<file path="src/rtl/div_share_arb.sv">
// Round-robin sequencer sharing one iterative unsigned divider between N_REQ requesters.
// Divide-by-zero requests are answered locally without starting the divider.
module div_share_arb #(
  parameter int unsigned N_REQ  = 4,
  parameter int unsigned DATA_W = 32
) (
  input  logic                      clk,
  input  logic                      rst_n,
  input  logic [N_REQ-1:0]          req,
  input  logic [N_REQ*DATA_W-1:0]   dividend,
  input  logic [N_REQ*DATA_W-1:0]   divisor,
  output logic [N_REQ-1:0]          grant,
  output logic [N_REQ-1:0]          done,
  output logic [DATA_W-1:0]         quotient,
  output logic [DATA_W-1:0]         remainder,
  output logic                      div_zero,
  output logic                      div_start,
  output logic [DATA_W-1:0]         div_dividend,
  output logic [DATA_W-1:0]         div_divisor,
  input  logic                      div_done,
  input  logic [DATA_W-1:0]         div_quotient,
  input  logic [DATA_W-1:0]         div_remainder
);

  localparam int unsigned IDX_W = (N_REQ > 1) ? $clog2(N_REQ) : 1;

  typedef enum logic [2:0] {
    S_IDLE,
    S_START,
    S_BUSY,
    S_ZERO,
    S_RESP
  } state_t;

  state_t             state_q, state_d;
  logic [IDX_W-1:0]   ptr_q, ptr_d;
  logic [IDX_W-1:0]   owner_q, owner_d;
  logic               zero_q, zero_d;

  logic [N_REQ-1:0]   grant_d, done_d;
  logic [DATA_W-1:0]  quo_d, rem_d, dd_d, dv_d;
  logic               start_d, dz_d;

  logic [IDX_W-1:0]   win_c;
  logic               win_vld_c;
  logic [DATA_W-1:0]  win_a_c, win_b_c;

  // Round-robin search from ptr; walking offsets downward lets the lowest offset win.
  always_comb begin
    int unsigned pos;
    pos       = 0;
    win_c     = '0;
    win_vld_c = 1'b0;
    for (int unsigned i = N_REQ; i > 0; i--) begin
      pos = 32'(ptr_q) + (i - 1);
      if (pos >= N_REQ) begin
        pos = pos - N_REQ;
      end
      if (req[IDX_W'(pos)]) begin
        win_c     = IDX_W'(pos);
        win_vld_c = 1'b1;
      end
    end
  end

  // Operand mux for the current winner.
  always_comb begin
    win_a_c = '0;
    win_b_c = '0;
    for (int unsigned k = 0; k < N_REQ; k++) begin
      if (win_c == IDX_W'(k)) begin
        win_a_c = dividend[k*DATA_W +: DATA_W];
        win_b_c = divisor[k*DATA_W +: DATA_W];
      end
    end
  end

  // Next-state and registered-output values.
  always_comb begin
    state_d  = state_q;
    ptr_d    = ptr_q;
    owner_d  = owner_q;
    zero_d   = zero_q;
    grant_d  = '0;
    done_d   = '0;
    start_d  = 1'b0;
    dz_d     = 1'b0;
    quo_d    = quotient;
    rem_d    = remainder;
    dd_d     = div_dividend;
    dv_d     = div_divisor;

    unique case (state_q)
      S_IDLE: begin
        if (win_vld_c) begin
          owner_d = win_c;
          grant_d = N_REQ'(1) << win_c;
          dd_d    = win_a_c;
          dv_d    = win_b_c;
          zero_d  = (win_b_c == '0);
          start_d = (win_b_c != '0);
          state_d = S_START;
        end
      end
      // Zero-divisor requests also spend this cycle here (without a start pulse),
      // so their done lands two cycles after grant.
      S_START: begin
        state_d = zero_q ? S_ZERO : S_BUSY;
      end
      S_BUSY: begin
        if (div_done) begin
          quo_d   = div_quotient;
          rem_d   = div_remainder;
          done_d  = N_REQ'(1) << owner_q;
          state_d = S_RESP;
        end
      end
      S_ZERO: begin
        quo_d   = '1;
        rem_d   = div_dividend;
        dz_d    = 1'b1;
        done_d  = N_REQ'(1) << owner_q;
        state_d = S_RESP;
      end
      S_RESP: begin
        ptr_d   = (owner_q == IDX_W'(N_REQ - 1)) ? '0 : owner_q + IDX_W'(1);
        state_d = S_IDLE;
      end
      default: begin
        state_d = S_IDLE;
      end
    endcase
  end

  always_ff @(posedge clk or negedge rst_n) begin
    if (!rst_n) begin
      state_q      <= S_IDLE;
      ptr_q        <= '0;
      owner_q      <= '0;
      zero_q       <= 1'b0;
      grant        <= '0;
      done         <= '0;
      div_start    <= 1'b0;
      div_zero     <= 1'b0;
      quotient     <= '0;
      remainder    <= '0;
      div_dividend <= '0;
      div_divisor  <= '0;
    end else begin
      state_q      <= state_d;
      ptr_q        <= ptr_d;
      owner_q      <= owner_d;
      zero_q       <= zero_d;
      grant        <= grant_d;
      done         <= done_d;
      div_start    <= start_d;
      div_zero     <= dz_d;
      quotient     <= quo_d;
      remainder    <= rem_d;
      div_dividend <= dd_d;
      div_divisor  <= dv_d;
    end
  end

endmodule
</file>
<file path="config.mk">
export PLATFORM = sky130hd
export DESIGN_NAME = div_share_arb
export DESIGN_NICKNAME = d
export VERILOG_FILES = /design/src/rtl/div_share_arb.sv
export SDC_FILE = /design/constraint.sdc
export NUM_CORES = 1
export LEC_CHECK = 0
export ABC_AREA = 1
export BUFFER_PORTS_ARGS = -buffer_cell sky130_fd_sc_hd__buf_4
export CORE_AREA = 2 2 181 183
export DETAILED_ROUTE_END_ITERATION = 10
export DIE_AREA = 0 0 183 185
export SLEW_MARGIN = 5
export SYNTH_ARGS = -nofsm -noshare
export SYNTH_HDL_FRONTEND = slang
export SYNTH_SLANG_ARGS = --single-unit
</file>
<file path="constraint.sdc">
create_clock -name clk -period 2.45 [get_ports clk]
set_input_delay 0 -clock clk [delete_from_list [all_inputs] [get_ports clk]]
set_output_delay 0 -clock clk [all_outputs]
set_load 0.05 [all_outputs]
</file>
==> impl_metrics.py <==
metrics = {
    "sta": {
        "hold_viol_final": 0,
        "finalSetupTns_ns": -0.00484,
        "maxSlewHeadroom_pct": 66.4,
        "fin_crit_ns": 2.45,
        "period_share_pct": 100,
        "fin_skew_ns": 0.0197,
        "setup_violations": 1,
        "worst_slack_ns": -0.00484,
        "slew_viol_final": 0,
        "rsz0062_at_grt": "yes",
        "tightest_slew_ns": 0.501,
        "timing.fmax_mhz": 407,
        "hold-worst-slack_ns": 0.0134,
    },
    "worst_setup_path": {
        "startpoint_type": "flip-flop",
        "r2r-end": "zero_q$_DFFE_PN0P_",
        "critPathArrivalTime_ns": 2.82,
        "worstSetupEndpointType": "flip-flop",
        "path_class": "reg2reg",
        "r2r_slack_ns": -0.005,
        "r2r_start": "ptr_q[0]$_DFFE_PN0N_",
        "critPathRequiredTime_ns": 2.82,
        "critPathMaxFanout": 7,
        "reg2reg_depth": 20,
    },
    "floorplan": {
        "fp-row-count": 66,
        "die_w_um": 183,
        "core_area_um2": 32000,
        "io_pins": 465,
        "initial_core_util_pct": 25.9,
        "die_area_um2": 33900,
        "die_h_um": 185,
    },
    "worst_hold_path": {
        "hp-class": "in2reg",
        "whs_path_depth": 5,
        "worstHoldEndpoint": "div_divisor[30]$_DFFE_PN0P_",
        "hold_start": "divisor[126]",
    },
    "clock_tree": {
        "cts.sinks": 146,
        "clk_latency_ns": 0.43,
        "clk_path_buf_depth": 2,
        "ctsRootBufferMaster": "clkbuf_16",
        "cts_tree": "built",
        "cts_made_buffers": 17,
        "h-tree-depth": 4,
        "clk_pin_slew_worst_paths_ns": 0.07,
    },
    "yosys": {
        "yosysUniqueCellTypes": 25,
        "synthesis.area_um2": 8290,
        "yosys-top-cells-area": "dfrtp_1 44%, o21ai_0 12%, nand2_1 12%",
        "syn_area_per_cell_um2": 7.22,
        "synth_largest_area_cell": "dfrtp_1",
        "ys_seq_area_share_pct": 44.1,
        "yosys_warnings": 0,
        "synth_top_area_share_pct": 44.1,
        "syn-num-nets": 1479,
        "ys_ff_latch": 146,
        "postSynthCellCount": 1148,
    },
    "place": {
        "port_buffers": 464,
        "dp.cells": 1979,
        "gp_congestion": 0.984,
        "pre_cts_ws_ns": -0.0701,
        "placed_area_um2": 12400,
        "hpwl_um": 29200,
    },
    "power_and_ir_drop": {
        "pwr-share-comb_pct": 72.5,
        "pwr-share-seq_pct": 16.6,
        "vdd_ir_drop_max_mv": 0.740,
        "swShare_pct": 53.6,
        "power.leakage_uw": 0.00758,
        "internal_power_uw": 12400,
        "power.density_nw_per_um2": 1770,
        "pwr-share-clk_pct": 10.9,
        "p_switching_uw": 14300,
    },
    "layout": {
        "fillers": 3131,
        "post_route_cells_drive_above_1_share_pct": 38.4,
        "final_common_cell": "buf_4",
        "layout.nets": 2079,
        "areaGrowthSynthToFinish_pct": 82.7,
        "final_cell_mix": "502 x buf_4, 253 x nand2_1, 156 x o21ai_0",
        "layoutNonFillerInstCount": 2169,
        "final_area_um2": 15100,
    },
    "detailed_routing": {
        "postRouteAntennaNets": 0,
        "finalWirelength_um": 42000,
        "drc": 0,
        "wl_per_cell_um": 19.4,
        "via_per_inst": 4.84,
        "via_count": 10500,
        "drt-initial-drc-count": 678,
        "firstDrtPassIters": 5,
    },
    "job": {
        "max-cap-violations": 0,
    },
    "grt": {
        "grt_max_degree": 67,
        "grt_pass1_wl_um": 58900,
        "overflow": 0,
        "grt_usage_pct": 22.6,
        "grt_pass1_vias": 10300,
        "grt_antenna_before_repair": 2,
    },
    "run_status": {
        "violations": "setup timing",
        "status": "finished, violations left",
    },
}
[registers in the layout, indices dropped and copies added, names as in the netlist]
name          count
div_dividend     32
grant             4
done              4
div_zero          1
quotient         32
div_divisor      32
state_q           3
owner_q           2
zero_q            1
div_start         1
ptr_q             2
remainder        32
[layout make-up]
class	count	area, µm²	area share [%]
Antenna cell	1	2.50	0.0165
Clock buffer	18	439	2.90
Clock inverter	13	199	1.31
Inverter	84	324	2.14
Multi-Input combinational cell	828	4160	27.5
Sequential cell	146	3650	24.1
Tap cell	408	510	3.37
Timing Repair Buffer	671	5860	38.7
[per-stage QoR]
step / utilization, % / power, µW
2_1_floorplan: - / 14800
3_3_place_gp: 38.8 / 20800
3_5_place_dp: 38.8 / 20900
4_1_cts: 45.1 / 24400
5_1_grt: 47.3 / 28500
6_report: 47.3 / 26800
[repair_timing]
action | in CTS | in global routing
hold buffers | 125 | 0
hold endpoints to repair | 258 | 0
setup endpoints to repair | 4 | 35
pin swaps | 4 | 47
setup buffers | 1 | 20
gates cloned | 1 | 12
resized for setup | 14 | 123
[routing by layer]
| metal | vias up | GRT usage (%) | routed length [µm] |
|---|---|---|---|
| li1 | 5027 | - | - |
| met1 | 4908 | 27.8 | 16900 |
| met2 | 482 | 38.6 | 20700 |
| met3 | 77 | 5.60 | 3150 |
| met4 | 2 | 7.78 | 1350 |
| met5 | - | 0 | 12 |
[power groups by stage]
| stage | registers [µW] | logic [µW] | clock network [µW] |
|---|---|---|---|
| 6_report | 4440 | 19400 | 2930 |
| 5_1_grt | 4590 | 20800 | 3100 |
| 4_1_cts | 4430 | 17000 | 2980 |
| 3_5_place_dp | 4460 | 16400 | 0 |
| 3_3_place_gp | 4440 | 16300 | 0 |
| 2_1_floorplan | 7920 | 6900 | 0 |
[critical path, stage by stage (launching register included)]
cell	delay, ns
dfrtp_1	0.41
inv_2	0.14
buf_6	0.13
nand2_2	0.04
nand2_2	0.05
nand2_2	0.06
nand2_2	0.08
nand2_2	0.08
nand2_2	0.08
nand2_4	0.08
buf_12	0.16
clkbuf_16	0.16
nand3_1	0.06
nand2_1	0.11
a21oi_2	0.18
nand2_1	0.07
nor2_1	0.13
nand2_1	0.08
nor2_2	0.13
nand3_1	0.09
nand2_1	0.06
[cells by family after synthesis]
family | synth area share (%)
AO/OA/AOI/OAI | 17.2
adder cells (fa/ha/maj) | 0.604
flip-flops | 44.1
AND/OR/NAND/NOR | 28.5
buffers and inverters | 9.63
[how the worst max path moves through the flow]
stage	slack [ns]	start	endpoint
2_1_floorplan	0.43	ptr_q[0]$_DFFE_PN0N_	div_start$_DFF_PN0_
3_3_place_gp	-0.03	ptr_q[0]$_DFFE_PN0N_	zero_q$_DFFE_PN0P_
3_5_place_dp	-0.07	ptr_q[0]$_DFFE_PN0N_	div_dividend[0]$_DFFE_PN0P_
4_1_cts	-0.03	ptr_q[0]$_DFFE_PN0N_	div_dividend[2]$_DFFE_PN0P_
5_1_grt	-0.13	ptr_q[0]$_DFFE_PN0N_	zero_q$_DFFE_PN0P_
6_report	-0.005	ptr_q[0]$_DFFE_PN0N_	zero_q$_DFFE_PN0P_
[cell usage after synthesis (all sizes together)]
cell    number
dfrtp      146
clkbuf      44
clkinv       1
ha           4
buf         46
o21ai      201
nor2       101
a21oi       81
nand2      272
nor3        38
nand3       84
inv         83
a31oi        1
nand4       44
o22ai        1
and2         1
Note: power is estimated with default switching activity, not from simulation.
